--- src/rtl/muxarb4.sv ---
// muxarb4: four valid/ready sources merged into one registered output slot by a
// round-robin arbiter; defining MUXARB4_FIXPRIO_EN selects fixed priority 0>1>2>3.
module muxarb4 #(
    parameter int DW = 32
) (
    input  logic          clk,
    input  logic          rst_n,
    input  logic [DW-1:0] din0,
    input  logic [DW-1:0] din1,
    input  logic [DW-1:0] din2,
    input  logic [DW-1:0] din3,
    input  logic          vld0,
    input  logic          vld1,
    input  logic          vld2,
    input  logic          vld3,
    output logic          rdy0,
    output logic          rdy1,
    output logic          rdy2,
    output logic          rdy3,
    output logic [DW-1:0] dout,
    output logic [1:0]    dout_sel,
    output logic          dout_vld,
    input  logic          dout_rdy
);

    typedef enum logic {
        EMPTY = 1'b0,
        FULL  = 1'b1
    } slot_t;

    slot_t         state_r;
    slot_t         state_nxt_s;
    logic [DW-1:0] din_s [4];
    logic [3:0]    vld_s;
    logic [3:0]    rdy_s;
    logic [1:0]    start_s;
    logic [1:0]    grant_s;
    logic [1:0]    idx_s;
    logic          found_s;
    logic          take_s;
    logic          any_vld_s;
    logic          accept_s;

    assign din_s[0]  = din0;
    assign din_s[1]  = din1;
    assign din_s[2]  = din2;
    assign din_s[3]  = din3;
    assign vld_s     = {vld3, vld2, vld1, vld0};
    assign take_s    = (state_r == EMPTY) | dout_rdy;
    assign any_vld_s = |vld_s;
    assign accept_s  = take_s & any_vld_s;
    assign dout_vld  = (state_r == FULL);

`ifdef MUXARB4_FIXPRIO_EN
    assign start_s = 2'b00;
`else
    logic [1:0] ptr_r;

    // Round-robin pointer: moves past the granted source only when a word is accepted
    always_ff @(posedge clk or negedge rst_n) begin
        if (!rst_n) begin
            ptr_r <= 2'b00;
        end else if (accept_s) begin
            ptr_r <= grant_s + 2'b01;
        end else begin
            ptr_r <= ptr_r;
        end
    end

    assign start_s = ptr_r;
`endif

    // Arbitration: first valid source scanning upward (mod 4) from start_s
    always_comb begin
        grant_s = 2'b00;
        found_s = 1'b0;
        idx_s   = 2'b00;
        for (int k = 0; k < 4; k++) begin
            idx_s = start_s + 2'(k);
            if (!found_s && vld_s[idx_s]) begin
                grant_s = idx_s;
                found_s = 1'b1;
            end else begin
                found_s = found_s;
            end
        end
    end

    // One-hot ready toward the granted source when the slot can load
    always_comb begin
        rdy_s = 4'b0000;
        if (accept_s) begin
            rdy_s[grant_s] = 1'b1;
        end else begin
            rdy_s = 4'b0000;
        end
    end

    // Reset masks ready immediately so no handshake completes while held in reset
    assign rdy0 = rdy_s[0] & rst_n;
    assign rdy1 = rdy_s[1] & rst_n;
    assign rdy2 = rdy_s[2] & rst_n;
    assign rdy3 = rdy_s[3] & rst_n;

    // Slot state register
    always_ff @(posedge clk or negedge rst_n) begin
        if (!rst_n) begin
            state_r <= EMPTY;
        end else begin
            state_r <= state_nxt_s;
        end
    end

    // Slot next state: an accept always fills; a drain without refill empties
    always_comb begin
        state_nxt_s = state_r;
        case (state_r)
            EMPTY: begin
                if (accept_s) begin
                    state_nxt_s = FULL;
                end else begin
                    state_nxt_s = EMPTY;
                end
            end
            FULL: begin
                if (accept_s) begin
                    state_nxt_s = FULL;
                end else if (dout_rdy) begin
                    state_nxt_s = EMPTY;
                end else begin
                    state_nxt_s = FULL;
                end
            end
            default: state_nxt_s = EMPTY;
        endcase
    end

    // Output data/index: load on accept, otherwise hold (also across a drain)
    always_ff @(posedge clk or negedge rst_n) begin
        if (!rst_n) begin
            dout     <= {DW{1'b0}};
            dout_sel <= 2'b00;
        end else if (accept_s) begin
            dout     <= din_s[grant_s];
            dout_sel <= grant_s;
        end else begin
            dout     <= dout;
            dout_sel <= dout_sel;
        end
    end

endmodule

--- config.mk ---
export PLATFORM = sky130hd
export DESIGN_NAME = muxarb4
export DESIGN_NICKNAME = d
export VERILOG_FILES = /design/src/rtl/muxarb4.sv
export SDC_FILE = /design/constraint.sdc
export NUM_CORES = 1
export LEC_CHECK = 0
export CAP_MARGIN = 5
export CORE_MARGIN = 1.5
export CORE_UTILIZATION = 38
export DETAILED_ROUTE_END_ITERATION = 6
export PLACE_DENSITY = 0.82
export SETUP_SLACK_MARGIN = 0.02
export SYNTH_ARGS = -nofsm -noshare
export SYNTH_HDL_FRONTEND = slang
export SYNTH_SLANG_ARGS = --single-unit
--- constraint.sdc ---
create_clock -name clk -period 2.9 [get_ports clk]
set_input_delay 0.87 -clock clk [delete_from_list [all_inputs] [get_ports clk]]
set_output_delay 0.87 -clock clk [all_outputs]
set_load 0.01 [all_outputs]
==> qor.yml, run 1 <==
status:
  status: "finished, final reports clean"
clock_tree:
  clk_pin_slew_ns: 0.07
  cts_tree: "built"
  cts_buffer_depth: 2
  clkLatencyLatePin_ns: 0.28
  cts_buffers: 5
  cts-root-buf: "clkbuf_8"
  htreeDepth: 2
  clock_sinks: 37
critical_path:
  crit_fanout: 3
  startpoint_type: "input pin"
  rr_worst_depth: 6
  reg2reg_to: "dout[31]$_DFFE_PN0N_"
  slowest_stage: "clkdlybuf4s50_1"
  path_buf_inv: 3
  crit_chain: "clkdlybuf4s50_1, inv_2, a21oi_4, nand3_2, nor2_1, buf_2"
  worst-r2r-setup-slack_ns: 0.80
  cp.required_ns: 2.03
  cp_data_arrival_time_ns: 1.95
  cpLargestDelayFamily: "buffers and inverters"
  cp-startpoint: "dout_rdy"
  reg2reg_from: "ptr_r[1]$_DFFE_PN0N_"
  crit_type: "in2out"
  critPathCaptureType: "output pin"
  slowest_delay_ns: 0.47
min_path:
  worst_hold_startpoint: "dout_sel[1]$_DFFE_PN0N_"
  hold_depth: 2
  min_path_type: "reg2reg"
  min_to: "dout_sel[1]$_DFFE_PN0N_"
detailed_routing:
  drt-wirelength-per-cell_um: 18.66
  vias: 3266
  ant_nets: 0
  vias_per_cell: 5.680
  drt_iter0_drc: 160
  wl_um: 10730
  route.detailed.drc: 0
  dr.pass1.iters: 4
timing:
  whs_ns: 0.4835
  max_freq_mhz: 354.4
  setup_tns_ns: 0
  rsz0062_at_grt: "false"
  fin_ws_ns: 0.07803
  fin_skew_ns: 0.006234
  finalSetupViolations: 0
  slew_headroom_pct: 61.87
  fin_crit_sh_pct: 97.31
  final-hold-violation-count: 0
  post-route-min-period_ns: 2.822
  slew_violations: 0
  worst_pin_slew_ns: 0.5720
synth:
  ys.flop_type: "dfrtp_1"
  syn_area_mm2: 0.002870
  yosys-top-cells-area: "dfrtp_1 (32%), o211ai_2 (12%), mux2i_1 (12%), a21o_1 (8.9%), o31ai_1 (8.4%)"
  syn_inst: 304
  synth_seq_cells: 37
  synth_edf_count: 0
  synth_top_cell_area_share_pct: 32.26
  async_flop_share_pct: 100.0
  synth_nets: 439
  synth_seq_area_share_pct: 32.26
  yosys.area.top_type: "dfrtp_1"
  yosysWarnings: 0
  avgSynthCellArea_um2: 9.442
  netlist-cell-type-count: 28
grt:
  grt_use_total_pct: 26.16
  grt_max_degree: 38
  grt_pass1_wl_um: 17190
  antenna_found_initial: 0
  grt_pass1_vias: 3462
  overflow: 0
placement:
  io_buffers: 173
  post-place-ws_ns: -0.7692
  gp_congestion: 0.7784
  hpwl_um: 7298
finish:
  drive_gt1_share_pct: 18.91
  final_nets: 610
  diodes: 0
  fill_cells: 628
  syn_to_final_growth_pct: 70.58
floorplan:
  initial_core_util_pct: 39.36
  dieArea_mm2: 0.008084
  fp-row-count: 31
  die_x_um: 89.91
  core_mm2: 0.007292
  die_y_um: 89.91
  io_pins: 174
pwr:
  leakage_nw: 2.090
  peakVddDrop_uv: 380.3
  powerDensity_mw_per_mm2: 621.2
  p_total_mw: 3.041
flow_run:
  maxCapViolCount: 0
-- per-layer routing --
| metal | up-vias | GRT usage [%] | share of wire, % |
|---|---|---|---|
| met5 | - | 0 | 0 |
| met2 | 175 | 45.48 | 50 |
| li1 | 1497 | - | - |
| met1 | 1574 | 32.07 | 40 |
| met3 | 20 | 5.245 | 7.7 |
| met4 | 0 | 9.392 | 2.1 |
-- final cells by class --
type	count	area (um^2)	share of cell area, %
Clock buffer	6	82.58	1.687
Clock inverter	2	37.54	0.7667
Inverter	2	7.507	0.1533
Multi-Input combinational cell	231	1807	36.90
Sequential cell	37	925.9	18.91
Tap cell	99	123.9	2.530
Timing Repair Buffer	198	1912	39.05
-- cells in the mapped netlist, drive strengths merged (4+ instances only) --
cell / number
clkbuf: 19
mux2i: 33
a21o: 34
o211ai: 32
nor2: 8
nand2: 40
dfrtp: 37
o31ai: 32
buf: 15
nand4: 32
a21oi: 4
-- power breakdown --
part | leakage (nW) | switching, mW | internal [mW]
clock | 0.0574 | 0.187 | 0.280
sequential | 0.453 | 0.127 | 0.707
combinational | 1.58 | 0.832 | 0.908
-- how the worst max path moves through the flow --
stage	cells past startpoint	slack, ns	to
floorplan	8	0.13	rdy0
detailed placement	6	-0.77	rdy0
CTS	6	0.01	rdy1
finish	6	0.08	rdy3
global placement	6	-0.70	rdy0
global route	6	0.02	rdy2
-- worst min-delay path: cells and delay by family, from the launching register on --
family	cells	cell delay, ns
flops	1	0.35
simple gates	2	0.10
-- through the flow --
step / cell area [um^2] / utilization [%] / instances
detailed placement: 4712 / 64.62 / 563
global placement: 4712 / 64.62 / 563
CTS: 4907 / 67.30 / 575
global route: 4896 / 67.14 / 575
floorplan: 2870 / - / 304
finish: 4896 / 67.14 / 575
-- sequential cells by signal, summed over array words and instances (netlist names) --
name      count
dout_vld      1
dout_sel      2
ptr_r         2
dout         32
-- cell usage in the layout, fill, tap and decap left out, drive strengths merged --
cell	Yosys	final
dfrtp	37	37
nand2	40	40
a21o	34	34
nor4	1	1
xnor2	1	1
nand3	3	3
o31ai	32	32
o211ai	32	32
nor3	1	1
inv	2	2
nand2b	2	2
buf	15	32
mux2i	33	33
o21ai	3	3
a21oi	4	4
or2	3	3
nor2	8	8
nor2b	1	1
clkdlybuf4s50	0	164
clkinvlp	0	1
bufinv	0	1
nand4	32	32
clkbuf	19	6
a311oi	1	1
clkdlybuf4s15	0	2
-- logic make-up after synthesis --
group	share of synthesized area [%]
AOI/OAI and AO/OA	32.26
and+or+nand+nor	16.04
DFF	32.26
buffers and inverters	7.629
muxes	11.51
xor gates and xnor gates	0.3052
-- what timing repair did --
action | in CTS | in global routing
hold buffers | 0 | 0
endpoints found under the setup margin | 4 | 4
setup buffers | 4 | 0
pin swaps | 6 | 4
gates resized for setup | 38 | 6
Note: power is estimated with default switching activity, not from simulation.
==> run 2: changes to the inputs <==
TNS_END_PERCENT = 5   (was default)
==> run 2 against run 1 <==
Against the previous run: worst setup slack about the same; sequential share of layout area barely moved; combinational power about the same; power is essentially flat; clock power barely moved; critical path depth unchanged; register-to-register slack about the same; design area about the same; sequential power hardly changed; highest routed layer unchanged.
==> qor.yml, run 2 (synthesis gave the netlist of run 1 again) <==
status:
  status: "finished, final reports clean"
clock_tree:
  clk_pin_slew_ns: 0.07  # about the same
  htreeDepth: 2  # unchanged
  cts_buffers: 5  # unchanged
  cts-root-buf: "clkbuf_8"
  cts_hold_buf: 0  # unchanged
  cts_tree: "built"
  cts_buffer_depth: 2  # unchanged
  clkLatencyLatePin_ns: 0.28  # about the same
  clock_sinks: 37  # unchanged
timing:
  fin_skew_ns: 0.006479  # +0.0002449 ns
  post-route-min-period_ns: 2.822  # -0.0004416 ns
  final-hold-violation-count: 0  # unchanged
  finalSetupViolations: 0  # unchanged
  rsz0062_at_grt: "false"
  whs_ns: 0.4835  # -0.00003600 ns
  fin_crit_sh_pct: 97.29  # about the same
  worst_pin_slew_ns: 0.5720  # -0.000001848 ns
  max_freq_mhz: 354.4  # about the same
  fin_ws_ns: 0.07847  # +0.0004416 ns
  slew_violations: 0  # unchanged
  slew_headroom_pct: 61.87  # about the same
detailed_routing:
  dr.pass1.iters: 5  # +1
  drt_iter0_drc: 157  # -1.9%
  vias: 3263  # -0.092%
  wl_um: 10690  # -0.33%
  vias_per_cell: 5.675  # about the same
  ant_nets: 0  # unchanged
  route.detailed.drc: 0  # unchanged
  drt-wirelength-per-cell_um: 18.60  # -0.33%
grt:
  grt_use_met2_pct: 45.48  # unchanged
  grt_pass1_vias: 3462  # unchanged
  antenna_found_initial: 0  # unchanged
  grt_pass1_wl_um: 17190  # unchanged
  grt.busiest_layer: "met2"
  grt_util_met3_pct: 5.245  # unchanged
  grt_use_total_pct: 26.16  # unchanged
  overflow: 0  # unchanged
  grt_max_degree: 38  # unchanged
  use_met1_pct: 32.07  # unchanged
pwr:
  p_total_mw: 3.042  # about the same
  powerDensity_mw_per_mm2: 621.1  # about the same
  peakVddDrop_uv: 380.2  # about the same
  leakage_nw: 2.090  # about the same
min_path:
  min_path_type: "reg2reg"
critical_path:
  cp.required_ns: 2.03  # about the same
  cp-startpoint: "dout_rdy"
  worst-r2r-setup-slack_ns: 0.80  # about the same
  crit_type: "in2out"
  rr_worst_depth: 6  # unchanged
  critPathCaptureType: "output pin"
  reg2reg_from: "ptr_r[1]$_DFFE_PN0N_"
  startpoint_type: "input pin"
  reg2reg_to: "dout[31]$_DFFE_PN0N_"
  crit_end: "rdy3"
  crit_fanout: 3  # unchanged
  cp_data_arrival_time_ns: 1.95  # about the same
floorplan:
  io_pins: 174  # unchanged
  die_y_um: 89.91  # unchanged
  dieArea_mm2: 0.008084  # unchanged
  die_x_um: 89.91  # unchanged
  core_mm2: 0.007292  # unchanged
  fp-row-count: 31  # unchanged
  initial_core_util_pct: 39.36  # unchanged
finish:
  drive_gt1_share_pct: 19.12  # +0.21 points
  largest_registers: "dout: 32 flops, dout_sel: 2 flops, ptr_r: 2 flops"
  fill_cells: 629  # +0.16%
  postLayoutCoreUtil_pct: 67.18  # about the same
  final_nets: 610  # unchanged
  layout_common_cells: "clkdlybuf4s50_1 (164), nand2_1 (38), dfrtp_1 (37)"
  final_common_cell: "clkdlybuf4s50_1"
  diodes: 0  # unchanged
  syn_to_final_growth_pct: 70.66  # about the same
  largest_register_ffs: 32  # unchanged
  largest-register: "dout"
flow_run:
  maxCapViolCount: 0  # unchanged
placement:
  gp_congestion: 0.7784  # unchanged
  hpwl_um: 7298  # unchanged
  io_buffers: 173  # unchanged
  post-place-ws_ns: -0.7692  # unchanged
-- run 2: cell types whose count changed in the layout (fill, tap and decap cells not counted) --
cell and change:
nor2_1 -1, nor2_2 +1
-- run 2: final cells by class --
| cell class | count | area, um^2 | area share (%) |
|---|---|---|---|
| Multi-Input combinational cell | 231 | 1809 | 36.93 |
| Sequential cell | 37 | 925.9 | 18.90 |
| Tap cell | 99 | 123.9 | 2.529 |
| Timing Repair Buffer | 198 | 1912 | 39.03 |
| Clock buffer | 6 | 82.58 | 1.686 |
| Clock inverter | 2 | 37.54 | 0.7663 |
| Inverter | 2 | 7.507 | 0.1533 |
-- run 2: worst max-delay path, cell delays in order --
cell,delay [ns]
clkdlybuf4s50_1,0.47
inv_2,0.05
a21oi_4,0.19
nand3_2,0.12
nor2_1,0.11
buf_2,0.14
-- run 2: per-stage QoR --
step / cells / setup TNS (ns) / instance area, um^2
6_report: 575 / 0 / 4898
5_1_grt: 575 / 0 / 4898
4_1_cts: 575 / 0 / 4907
3_5_place_dp: 563 / -4.516 / 4712
3_3_place_gp: 563 / -2.850 / 4712
2_1_floorplan: 304 / 0 / 2870
-- run 2: power breakdown --
| part | internal (mW) | total, mW | leakage [nW] | switching (mW) |
|---|---|---|---|---|
| Combinational | 0.909 | 1.74 | 1.58 | 0.833 |
| Sequential | 0.707 | 0.834 | 0.453 | 0.127 |
| Clock | 0.280 | 0.467 | 0.0574 | 0.188 |
| Total | 1.89 | 3.04 | 2.09 | 1.15 |
-- run 2: how the worst min path moves through the flow --
stage	from	end	slack, ns	cells past startpoint
after floorplan	dout_sel[1]$_DFFE_PN0N_	dout_sel[1]$_DFFE_PN0N_	0.52	2
after global placement	dout_sel[1]$_DFFE_PN0N_	dout_sel[1]$_DFFE_PN0N_	0.46	2
after detailed placement	dout_sel[1]$_DFFE_PN0N_	dout_sel[1]$_DFFE_PN0N_	0.47	2
after CTS	dout_sel[1]$_DFFE_PN0N_	dout_sel[1]$_DFFE_PN0N_	0.49	2
after global routing	dout[16]$_DFFE_PN0N_	dout[16]$_DFFE_PN0N_	0.52	2
final	dout_sel[1]$_DFFE_PN0N_	dout_sel[1]$_DFFE_PN0N_	0.48	2
-- run 2: repair_timing --
item / 4_1_cts / 5_1_grt
pin swaps: 6 / 4
endpoints found under the setup margin: 4 / 4
buffers inserted: 4 / 0
cloned: 0 / 0
resized for setup: 38 / 7
-- run 2: metal layers --
| layer | wire, um | share of wire (%) |
|---|---|---|
| met2 | 5356 | 50 |
| met3 | 856 | 8.0 |
| met5 | 0 | 0 |
| met4 | 205 | 1.9 |
| met1 | 4276 | 40 |
